==> src/rtl/serial_sub16_pkg.sv <==
// Shared definitions for the serial adder/subtractor family: default sizes,
// derived slice count and FSM state encoding.
package serial_sub16_pkg;

  localparam int unsigned WIDTH_DEF  = 16;
  localparam int unsigned DIGIT_DEF  = 4;
  localparam int unsigned SLICES_DEF = WIDTH_DEF / DIGIT_DEF;

  typedef enum logic [1:0] {
    IDLE = 2'd0,
    CALC = 2'd1,
    DONE = 2'd2
  } state_t;

endpackage

==> src/rtl/serial_sub16_sub_slice.sv <==
// Combinational DIGIT-bit subtract with borrow chaining: d = a - b - bin.
module sub_slice #(
  parameter int unsigned DIGIT = serial_sub16_pkg::DIGIT_DEF
) (
  input  logic [DIGIT-1:0] a,
  input  logic [DIGIT-1:0] b,
  input  logic             bin,
  output logic [DIGIT-1:0] d_c,
  output logic             bout_c
);

  logic [DIGIT:0] full_c;

  // The extra top bit becomes 1 exactly when a < b + bin.
  assign full_c = {1'b0, a} - {1'b0, b} - (DIGIT+1)'(bin);
  assign d_c    = full_c[DIGIT-1:0];
  assign bout_c = full_c[DIGIT];

endmodule

==> src/rtl/serial_sub16.sv <==
// Digit-serial two's-complement subtractor with valid/ready handshakes on
// both sides; one DIGIT-bit slice per cycle, LSB slice first.
module serial_sub16
  import serial_sub16_pkg::*;
#(
  parameter int unsigned WIDTH = WIDTH_DEF,
  parameter int unsigned DIGIT = DIGIT_DEF
) (
  input  logic             clk,
  input  logic             rst,
  input  logic             in_valid,
  output logic             in_ready,
  input  logic [WIDTH-1:0] A,
  input  logic [WIDTH-1:0] B,
  input  logic             Bin,
  output logic             out_valid,
  input  logic             out_ready,
  output logic [WIDTH-1:0] Diff,
  output logic             Bout,
  output logic             Ovf
);

  localparam int unsigned SLICES = WIDTH / DIGIT;
  localparam int unsigned CNT_W  = (SLICES > 1) ? $clog2(SLICES) : 1;

  state_t           state, state_nx;
  logic [CNT_W-1:0] cnt;
  logic [WIDTH-1:0] a_sh, b_sh, diff_r;
  logic             borrow, a_msb, b_msb, bout_r, ovf_r;
  logic [DIGIT-1:0] d_c;
  logic             bo_c;
  logic             last_c;

  sub_slice #(.DIGIT(DIGIT)) u_slice (
    .a      (a_sh[DIGIT-1:0]),
    .b      (b_sh[DIGIT-1:0]),
    .bin    (borrow),
    .d_c    (d_c),
    .bout_c (bo_c)
  );

  assign last_c = (cnt == CNT_W'(SLICES - 1));

  // State register
  always_ff @(posedge clk or posedge rst) begin
    if (rst) state <= IDLE;
    else     state <= state_nx;
  end

  // Next-state logic
  always_comb begin
    state_nx = state;
    case (state)
      IDLE:    if (in_valid)  state_nx = CALC;
      CALC:    if (last_c)    state_nx = DONE;
      DONE:    if (out_ready) state_nx = IDLE;
      default:                state_nx = IDLE;
    endcase
  end

  // Handshake outputs decoded from the state register
  always_comb begin
    in_ready  = 1'b0;
    out_valid = 1'b0;
    case (state)
      IDLE:    in_ready  = 1'b1;
      DONE:    out_valid = 1'b1;
      default: ;
    endcase
  end

  // Operand capture, slice shifting and result accumulation
  always_ff @(posedge clk or posedge rst) begin
    if (rst) begin
      cnt    <= '0;
      a_sh   <= '0;
      b_sh   <= '0;
      diff_r <= '0;
      borrow <= 1'b0;
      a_msb  <= 1'b0;
      b_msb  <= 1'b0;
      bout_r <= 1'b0;
      ovf_r  <= 1'b0;
    end else begin
      case (state)
        IDLE: begin
          if (in_valid) begin
            a_sh   <= A;
            b_sh   <= B;
            borrow <= Bin;
            a_msb  <= A[WIDTH-1];
            b_msb  <= B[WIDTH-1];
            cnt    <= '0;
          end
        end
        CALC: begin
          a_sh   <= a_sh >> DIGIT;
          b_sh   <= b_sh >> DIGIT;
          borrow <= bo_c;
          diff_r <= {d_c, diff_r[WIDTH-1:DIGIT]};
          cnt    <= cnt + CNT_W'(1);
          // The final slice carries the result MSB, so flags resolve here.
          if (last_c) begin
            bout_r <= bo_c;
            ovf_r  <= (a_msb != b_msb) && (d_c[DIGIT-1] != a_msb);
          end
        end
        default: ;
      endcase
    end
  end

  assign Diff = diff_r;
  assign Bout = bout_r;
  assign Ovf  = ovf_r;

endmodule
==> config.mk <==
export PLATFORM = sky130hd
export DESIGN_NAME = serial_sub16
export DESIGN_NICKNAME = d
export VERILOG_FILES = /design/src/rtl/serial_sub16_pkg.sv /design/src/rtl/serial_sub16_sub_slice.sv /design/src/rtl/serial_sub16.sv
export SDC_FILE = /design/constraint.sdc
export NUM_CORES = 1
export LEC_CHECK = 0
export ABC_AREA = 1
export ABC_CLOCK_PERIOD_IN_PS = 2800
export BUFFER_PORTS_ARGS = -buffer_cell sky130_fd_sc_hd__buf_2
export CAP_MARGIN = 5
export CORE_ASPECT_RATIO = 1.2
export CORE_MARGIN = 2
export CORE_UTILIZATION = 54
export DETAILED_ROUTE_END_ITERATION = 8
export PLACE_DENSITY_LB_ADDON = 0.15
export SETUP_SLACK_MARGIN = 0.1
export SYNTH_ARGS = -nofsm -noshare
export SYNTH_HDL_FRONTEND = slang
export SYNTH_SLANG_ARGS = --single-unit
==> constraint.sdc <==
create_clock -name clk -period 2.8 [get_ports clk]
set_clock_uncertainty 0.1 [all_clocks]
set_input_delay 0.14 -clock clk [delete_from_list [all_inputs] [get_ports clk]]
set_output_delay 0.14 -clock clk [all_outputs]
set_load 0.01 [all_outputs]
==> metrics.md, run 1 <==
| Metric | Value |
|---|---|
| Status | `finished clean` |
| Peak supply drop | `621 uV` |
| Crit end category | `flip-flop` |
| Initial antenna violation count | `0` |
| Synthesized area per cell | `approximately 8.4 um^2` |
| Final Hold Viols | `0` |
| Post-synth EDFFs | `0` |
| RSZ-0062 raised after global routing | `no` |
| First-pass GRT wire length | `9360 um` |
| Fmax | `approximately 0.44 GHz` |
| Post-Synth Simple-Gate Area | `0.231` |
| Ant diodes | `0` |
| Critical-path cell list | `fa_1 > ha_1 > nor2_1 > fa_1 > nand2_1 > a21oi_1 > nand2_1 > nand3_1 > nand2_1 > o21ai_2` |
| Iter 0 DRT Violations | `approximately 160` |
| R2r setup slk | `0.54 ns` |
| CP max-delay cell | `fa_1` |
| Final Wtd Congestion | `between 0.7 and 0.8` |
| Synth Area in Adders | `0.0469` |
| First-pass iteration count of the detailed router | `4` |
| Vias in the first global route | `2,228` |
| Sequential area share after synthesis | `0.525` |
| Port bufs | `between 50 and 60` |
| DP Wirelength | `about 3800 um` |
| Cts bufs inserted | `9` |
| Grt ovf | `0` |
| Fillers | `around 440` |
| Final-stage net count | `439` |
| Clk sinks | `between 50 and 60` |
| Final setup fails | `0` |
| Fin crit period | `2.26 ns` |
| Synthesis-to-finish area growth | `21.2%` |
| Worst skew pair latency | `approximately 0.33 ns` |
| Footprint of the multi-input gates | `~0.0011 mm^2` |
| Slowest stage delay, CP | `roughly 0.56 ns` |
| Synth Register Bits | `57` |
| Max H-tree Level | `3` |
| XOR/XNOR Fraction of Synth Area | `0.00322` |
| Post-synth cell types | `28` |
| Antenna Nets Post-Route | `0` |
| WL/cell | `12.1 um` |
| Cells after synthesis | `325` |
| Layout Cells excl Fill | `~460` |
| Storage cell area | `between 0.001 and 0.0015 mm^2` |
| Main combinational cell family by area after synthesis | `simple AND/OR/NAND/NOR gates` |
| Max Fanout on Critical Path | `3` |
| Slew Limit Fails | `0` |
| Worst-margin pin slew | `0.804 ns` |
| Ratio of cells with drive above 1 in the final layout | `0.216` |
| Final worst-path cycle share | `0.807` |
| Ports | `57` |
| Compound-cell area share of the yosys netlist | `0.111` |
| Worst rel slew slack | `0.463` |
| Critical path startpoint category | `flip-flop` |
| Leak | `~1.8 nW` |
| Multiplexer share of the synthesized area | `0` |
| Full die area | `around 0.0056 mm^2` |
| Max-cap viol count | `0` |
| Pwr Density | `about 1300 mW/mm^2` |
| CP dominant cell by count | `nand2_1` |
| Post-synth ARST share | `1.00` |
| Total Wirelength | `between 5000 and 6000 um` |
| Hold Path Class | `in2reg` |
| Setup Crit Path Kind | `reg2reg` |
| Remaining routing DRC violations | `0` |
| Synth Cell Area | `0.00272 mm^2` |
| Syn Nets | `approximately 370` |
| Top_reg_cell synth | `dfrtp_1` |
| Total Routing Usage GR | `0.230` |
| Placeable Area | `0.00490 mm^2` |
| Routed via count | `2,273` |
| Via-to-Cell Ratio | `slightly below 5` |
| Syn. warnings | `0` |
| Post-CTS resize count | `0` |
| Die width | `a little under 70 um` |
| Clock-pin slew on the worst setup and hold paths | `0.06 ns` |
| Initial Util | `0.554` |
| Commonest non-fill, non-tap cell in the layout | `nand2_1` |
| Clock root cell | `clkbuf_8` |
| Placed insts | `roughly 430` |
| Row Count | `28` |
| Maximum root-to-sink buffer count | `2` |
| Worst Path Arrival | `2.39 ns` |
| Most frequent cells in the layout | `129 x nand2_1, 57 x dfrtp_1, 56 x buf_2` |
| Largest net degree at the start of global routing | `56` |
| CTS tree | `yes` |
| Data required, critical path | `2.93 ns` |
| Setup TNS | `0 ns` |
| Die H | `81.7 um` |
-- kinds of logic after synthesis --
logic type	after synthesis
flops	57
compound gates	52
fa+ha+maj	9
xor+xnor	1
buf+inv	50
simple gates	156
-- power breakdown --
part | leakage (nW) | switching [mW] | internal, mW
clock | 0.0839 | 0.310 | 0.315
sequential | 0.711 | 0.200 | 1.23
combinational | 0.978 | 1.35 | 0.846
-- final timing paths --
check / start / to / cells past startpoint
worst max-delay path: a_sh[0] / borrow / 10
worst min-delay path: A[10] / a_sh[10] / 5
worst max register to register: a_sh[0] / borrow / 10
worst min register to register: Diff[1] / Diff[1] / 2
max in group asynchronous: rst / b_sh[8] / 4
min in group asynchronous: rst / state[0] / 3
-- cell usage after synthesis (2+ instances only) --
| cell type | instances | share of area |
|---|---|---|
| nand2_1 | 129 | 0.18 |
| ha_1 | 7 | 0.032 |
| o21ai_2 | 2 | 0.0064 |
| o21ai_1 | 3 | 0.0055 |
| inv_2 | 4 | 0.0055 |
| inv_1 | 31 | 0.043 |
| nand3_1 | 16 | 0.029 |
| dfrtp_1 | 57 | 0.52 |
| o21ai_0 | 32 | 0.059 |
| nor2_4 | 2 | 0.0083 |
| buf_6 | 3 | 0.012 |
| o21a_1 | 9 | 0.025 |
| nor2_1 | 6 | 0.0083 |
| buf_2 | 9 | 0.017 |
| fa_1 | 2 | 0.015 |
-- layer usage --
layer | track usage | wire length, um
met3 | 0.0616 | 231
met5 | 0 | 0
met4 | 0.112 | 134
met2 | 0.395 | 2770
met1 | 0.259 | 2420
-- metrics by stage --
| stage | power [mW] | hold WS, ns | area, um^2 | utilization | worst slack (ns) |
|---|---|---|---|---|---|
| after global routing | 4.73 | 0.0326 | 3290 | 0.672 | 0.358 |
| after CTS | 4.30 | 0.00413 | 3290 | 0.672 | 0.532 |
| final | 4.25 | 0.00794 | 3290 | 0.672 | 0.539 |
| after floorplan | 3.14 | 0.135 | 2720 | - | 0.682 |
| after global placement | 3.56 | 0.222 | 3030 | 0.618 | 0.615 |
| after detailed placement | 3.65 | 0.231 | 3030 | 0.618 | 0.540 |
-- flip-flops by register name, indices dropped and copies added (netlist names) --
register and count:
Bout 1, Diff 16, Ovf 1, a_msb 1, a_sh 16, b_msb 1, b_sh 16, borrow 1
cnt 2, state 2
-- repair_timing --
action / 4_1_cts / 5_1_grt
buffers inserted: 0 / 0
hold endpoints to repair: 47 / 0
hold buffers: 11 / 0
-- area by class of cell --
class	instances	share of cell area
Clock buffer	12	0.0410
Sequential cell	57	0.433
Inverter	35	0.0399
Tap cell	60	0.0228
Multi-Input combinational cell	218	0.324
Timing Repair Buffer	72	0.134
Clock inverter	4	0.00608
-- worst max-delay path: cells and delay by family (launching register included) --
| kind | cells | cell delay [ns] |
|---|---|---|
| flops | 1 | 0.40 |
| compound gates | 2 | 0.12 |
| fa+ha+maj | 3 | 1.11 |
| simple gates | 5 | 0.42 |
Power figures use the tool's default switching activity.
==> run 2: changes to the inputs <==
ABC_CLOCK_PERIOD_IN_PS = 2100   (was 2800)
clock period = 2.1 ns   (was 2.8 ns; I/O delays follow)
==> run 2 against run 1 <==
  * The flow now finishes with violations (setup timing)
  * Clock-buffer cell count grew 2
  * Die area did not move
  * Sequential cell count is the same
  * Largest cell class unchanged
  * Critical endpoint unchanged
  * First-iteration DRC count decreased by 26%
  * Combinational power increased by 53%
  * Sequential share of layout area down 3.5 points
==> metrics.md, run 2 (synthesized netlist as in run 1, its figures left out) <==
| Metric | Value |
|---|---|
| Remaining routing DRC violations | `0` |
| NetSw | `about 2.7 mW` |
| Placeable Area | `0.00490 mm^2` |
| Worst r2r dst | `borrow` |
| R2r setup slk | `-0.09 ns` |
| Placed insts | `roughly 430` |
| Total Routing Usage GR | `0.240` |
| Fmax | `~0.46 GHz` |
| Worst Path Arrival | `2.31 ns` |
| Failing checks | `setup timing` |
| CP max-delay cell | `fa_1` |
| CP dominant cell by count | `nand2_1` |
| Max H-tree Level | `3` |
| Largest net degree at the start of global routing | `56` |
| R2R Path Start | `b_sh[0]` |
| Row Count | `28` |
| Port bufs | `56` |
| Sw Ratio | `0.425` |
| Clock root cell | `clkbuf_8` |
| CTS tree | `yes` |
| Ratio of cells with drive above 1 in the final layout | `0.252` |
| R2R depth | `11` |
| Antenna Nets Post-Route | `0` |
| Setup Crit Path Kind | `reg2reg` |
| DP Wirelength | `around 3800 um` |
| Power share of the clock group | `0.168` |
| Fin crit period | `about 2.2 ns` |
| Worst rel slew slack | `0.450` |
| RSZ-0062 raised after global routing | `yes` |
| Commonest non-fill, non-tap cell in the layout | `nand2_1` |
| Family with the most delay on the worst path | `adder cells` |
| Peak supply drop | `823 uV` |
| Final-stage net count | `approximately 460` |
| Synthesis-to-finish area growth | `31.9%` |
| Critical-path cell list | `inv_2 > fa_1 > ha_2 > nor2_4 > fa_2 > nand2_2 > a21oi_1 > nand2_1 > nand3_1 > nand2_1 > o21ai_2` |
| Grt ovf | `0` |
| WL/cell | `about 13 um` |
| Ports | `57` |
| Most frequent cells in the layout | `126 x nand2_1, 57 x dfrtp_1, 56 x buf_2` |
| Data required, critical path | `approximately 2.2 ns` |
| Hold Path Class | `in2reg` |
| Crit path from | `b_sh[0]` |
| Clock-pin slew on the worst setup and hold paths | `0.06 ns` |
| Crit end category | `flip-flop` |
| Worst setup path end | `borrow` |
| Critical path startpoint category | `flip-flop` |
| Die width | `68.8 um` |
| Final worst-path cycle share | `1.04` |
| Max Fanout on Critical Path | `3` |
| Fillers | `between 300 and 400` |
| Critical path buffer and inverter count | `1` |
| Cts bufs inserted | `9` |
| Via-to-Cell Ratio | `approximately 5` |
| Iter 0 DRT Violations | `roughly 120` |
| Slew Limit Fails | `0` |
| Die H | `81.7 um` |
| Routed via count | `2,372` |
| Comb pwr share | `0.530` |
| Total power | `around 6.3 mW` |
| Max-cap viol count | `0` |
| Worst skew pair latency | `between 0.3 and 0.4 ns` |
| Final core utilization | `0.731` |
| Initial antenna violation count | `0` |
| Full die area | `about 0.0056 mm^2` |
| Final setup fails | `3` |
| Critical Path Stages | `11` |
| Pwr Density | `~1800 mW/mm^2` |
| Sequential Power Share | `0.302` |
| Initial Util | `0.554` |
| Final Wtd Congestion | `0.742` |
| Worst-margin pin slew | `about 0.82 ns` |
| Vias in the first global route | `2,302` |
| Status | `finished with violations` |
| Ant diodes | `0` |
| Fin worst setup slack | `-0.0935 ns` |
| Total Wirelength | `between 5000 and 6000 um` |
| First-pass iteration count of the detailed router | `4` |
| Layout Cells excl Fill | `around 480` |
| Final Hold Viols | `0` |
| Leak | `1.88 nW` |
| First-pass GRT wire length | `a little under 10,000 um` |
| Slowest stage delay, CP | `between 0.5 and 0.6 ns` |
| Internal power | `approximately 3.6 mW` |
| Clk sinks | `57` |
| Maximum root-to-sink buffer count | `2` |
[run 2: power by group through the flow]
stage	logic (mW)	registers, mW	clock network [mW]
2_1_floorplan	2.29	1.96	0
3_3_place_gp	2.91	1.91	0
3_5_place_dp	3.02	1.93	0
4_1_cts	3.09	1.91	1.07
5_1_grt	3.82	1.98	1.12
6_report	3.36	1.91	1.07
[run 2: layer usage]
| metal | up-vias | GRT usage | routed length (um) |
|---|---|---|---|
| met1 | 1110 | 0.278 | 2560 |
| met3 | 11 | 0.0726 | 261 |
| met2 | 62 | 0.412 | 3030 |
| met5 | - | 0 | 0 |
| met4 | 0 | 0.0902 | 111 |
| li1 | 1189 | - | - |
[run 2: area by class of cell]
cell class | instances | area [um^2] | share of cell area
Timing Repair Buffer | 90 | 623 | 0.174
Tap cell | 60 | 75.1 | 0.0209
Sequential cell | 57 | 1430 | 0.398
Clock inverter | 2 | 35.0 | 0.00977
Multi-Input combinational cell | 218 | 1120 | 0.313
Clock buffer | 14 | 173 | 0.0481
Inverter | 35 | 131 | 0.0366
[run 2: worst min-delay path by stage]
stage / startpoint / to / slack [ns] / cells after the start
3_5_place_dp: rst / a_sh[15] / 0.07 / 2
2_1_floorplan: out_ready / state[1] / 0.1 / 1
6_report: A[7] / a_sh[7] / 0.006 / 5
3_3_place_gp: rst / a_sh[15] / 0.06 / 2
5_1_grt: B[2] / b_sh[2] / 0.03 / 4
4_1_cts: A[7] / a_sh[7] / 0.0003 / 5
[run 2: per-stage QoR]
step           cell area (um^2)  hold WS (ns)  setup TNS [ns]  setup slack, ns
2_1_floorplan              2730        0.0999               0           0.0542
3_5_place_dp               3070        0.0724          -0.148          -0.0663
3_3_place_gp               3070        0.0623               0          0.00273
4_1_cts                    3530      0.000270          -0.148          -0.0629
5_1_grt                    3590        0.0253          -0.534           -0.201
6_report                   3590       0.00632          -0.245          -0.0935
[run 2: worst min-delay path: stages]
cell	delay [ns]
buf_2	0.08
nand2_1	0.04
nand2_1	0.06
nand2_1	0.05
o21ai_0	0.07
[run 2: timing repair]
item,4_1_cts,5_1_grt
resized for setup,1,11
hold buffers,25,0
endpoints found under the hold margin,47,0
setup buffers,1,1
pin swaps,1,4
endpoints found under the setup margin,6,6
==> run 3: changes to the inputs <==
BUFFER_PORTS_ARGS = default   (was -buffer_cell sky130_fd_sc_hd__buf_2)
CORE_UTILIZATION = 55   (was 54)
DONT_BUFFER_PORTS = 1   (was default)
==> run 3 against run 2 <==
  * The flow still finishes with violations (setup timing)
  * First-iteration DRC count is 21% lower
  * Sequential share of layout area is 2.8 points higher
  * Sequential cell count stayed put
  * Clock-buffer cell count is 1 lower
  * Worst hold slack better by 0.047 ns
  * Fmax hardly changed
  * Worst setup slack worse by 0.0019 ns
  * Design area is 6.7% lower
  * Critical endpoint unchanged
  * Via count is 7.7% lower
==> metrics.md, run 3 (synthesized netlist as in run 1, its figures left out) <==
| Metric | Value |
|---|---|
| Placeable Area | `~0.0048 mm^2` |
| RSZ-0062 raised after global routing | `yes` |
| Total Wirelength | `5720 um` |
| CP max-delay cell | `fa_1` |
| Vias in the first global route | `2,159` |
| Pwr Density | `between 1500 and 2000 mW/mm^2` |
| Ports | `57` |
| Setup Crit Path Kind | `reg2reg` |
| Ratio of cells with drive above 1 in the final layout | `0.116` |
| Critical-path cell list | `inv_2 > fa_1 > ha_2 > nor2_4 > fa_2 > nand2_2 > a21oi_1 > nand2_1 > nand3_1 > nand2_1 > o21ai_2` |
| Worst Path Arrival | `2.32 ns` |
| Status | `finished with violations` |
| Final setup fails | `3` |
| Die H | `81.0 um` |
| Fmax | `0.455 GHz` |
| Clk sinks | `57` |
| WL/cell | `approximately 13 um` |
| Failing checks | `setup timing` |
| Global routing usage on met1 | `0.271` |
| Max H-tree Level | `3` |
| Remaining routing DRC violations | `0` |
| Final Wtd Congestion | `~0.74` |
| Grt ovf | `0` |
| Maximum root-to-sink buffer count | `2` |
| First-pass iteration count of the detailed router | `4` |
| GRT busiest layer | `met2` |
| Most frequent cells in the layout | `127 x nand2_1, 57 x dfrtp_1, 36 x dlygate4sd3_1` |
| CP dominant cell by count | `nand2_1` |
| Row Count | `28` |
| Setup TNS | `-0.205 ns` |
| Worst-margin pin slew | `about 0.35 ns` |
| Via-to-Cell Ratio | `between 5 and 6` |
| Iter 0 DRT Violations | `95` |
| Ant diodes | `0` |
| First-pass GRT wire length | `roughly 9300 um` |
| Fin crit period | `about 2.2 ns` |
| Routed via count | `~2,200` |
| Antenna Nets Post-Route | `0` |
| Family with the most delay on the worst path | `adder cells` |
| Port bufs | `0` |
| Setup bufs post-CTS | `0` |
| Critical path buffer and inverter count | `1` |
| Leak | `roughly 1.7 nW` |
| Clock root cell | `clkbuf_8` |
| Met2 usage in global routing | `0.386` |
| Final-stage net count | `between 400 and 500` |
| Max-cap viol count | `0` |
| Worst rel slew slack | `0.764` |
| Commonest non-fill, non-tap cell in the layout | `nand2_1` |
| Data required, critical path | `approximately 2.2 ns` |
| Initial antenna violation count | `0` |
| Clock-pin slew on the worst setup and hold paths | `0.06 ns` |
| DP Wirelength | `roughly 3600 um` |
| Met3 usage | `0.0693` |
| Slowest stage delay, CP | `between 0.5 and 0.6 ns` |
| Peak supply drop | `about 770 uV` |
| Max Fanout on Critical Path | `3` |
| Final worst-path cycle share | `1.05` |
| Cts bufs inserted | `9` |
| Final Hold Viols | `0` |
| Initial Util | `0.562` |
| Synthesis-to-finish area growth | `23.1%` |
| Hold Path Class | `in2async` |
| Total Routing Usage GR | `0.232` |
| Slew Limit Fails | `0` |
| Die width | `between 60 and 70 um` |
| Crit end category | `flip-flop` |
| Fin worst setup slack | `-0.0954 ns` |
| Critical path startpoint category | `flip-flop` |
| CTS tree | `yes` |
| Worst skew pair latency | `between 0.3 and 0.4 ns` |
| Total power | `5.83 mW` |
| Fillers | `slightly below 400` |
| Largest net degree at the start of global routing | `between 40 and 50` |
| Full die area | `around 0.0055 mm^2` |
-- run 3: layer usage --
metal	vias to the layer above	wire [um]	share of wire
li1	1097	-	-
met1	1025	2420	0.42
met2	55	2850	0.50
met3	13	322	0.056
met4	0	124	0.022
met5	-	0	0
-- run 3: final cells by class --
type,instances,area [um^2],share of cell area
clock buffer,13,159,0.0475
clock inverter,3,15.0,0.00448
inverter,35,131,0.0392
multi-input combinational,218,1100,0.327
sequential,57,1430,0.426
tap,60,75.1,0.0224
timing repair buffer,44,445,0.133
-- run 3: metrics by stage --
stage                      util  worst slack (ns)  hold WS, ns  instance area [um^2]  cells
after global placement    0.578           0.00301       -0.151                  2800    378
after detailed placement  0.578           -0.0851       -0.155                  2800    378
after floorplan               -            0.0542       0.0999                  2730    325
after global routing      0.693            -0.188       0.0710                  3350    430
final                     0.693           -0.0954       0.0530                  3350    430
after CTS                 0.689           -0.0833       0.0542                  3330    430
-- run 3: final timing paths --
check | startpoint | endpoint | slack (ns) | cells after the start
worst max register to register | b_sh[0] | borrow | -0.1 | 11
max in group asynchronous | rst | b_sh[12] | 1.32 | 3
worst max-delay path | b_sh[0] | borrow | -0.1 | 11
worst min register to register | b_sh[9] | b_sh[9] | 0.38 | 2
min in group clk | out_ready | state[1] | 0.30 | 2
worst min-delay path | rst | state[1] | 0.05 | 2
-- run 3: power breakdown --
part | switching (mW) | leakage [nW] | internal (mW) | total, mW
Combinational | 1.75 | 0.867 | 1.16 | 2.91
Sequential | 0.379 | 0.711 | 1.64 | 2.01
Clock | 0.417 | 0.0932 | 0.486 | 0.904
Total | 2.55 | 1.67 | 3.28 | 5.83
-- run 3: timing repair --
item                                    CTS  global route
endpoints found under the setup margin    6             6
endpoints found under the hold margin    94             0
pin swaps                                 2             2
resized for setup                         1             4
hold buffers                             36             0
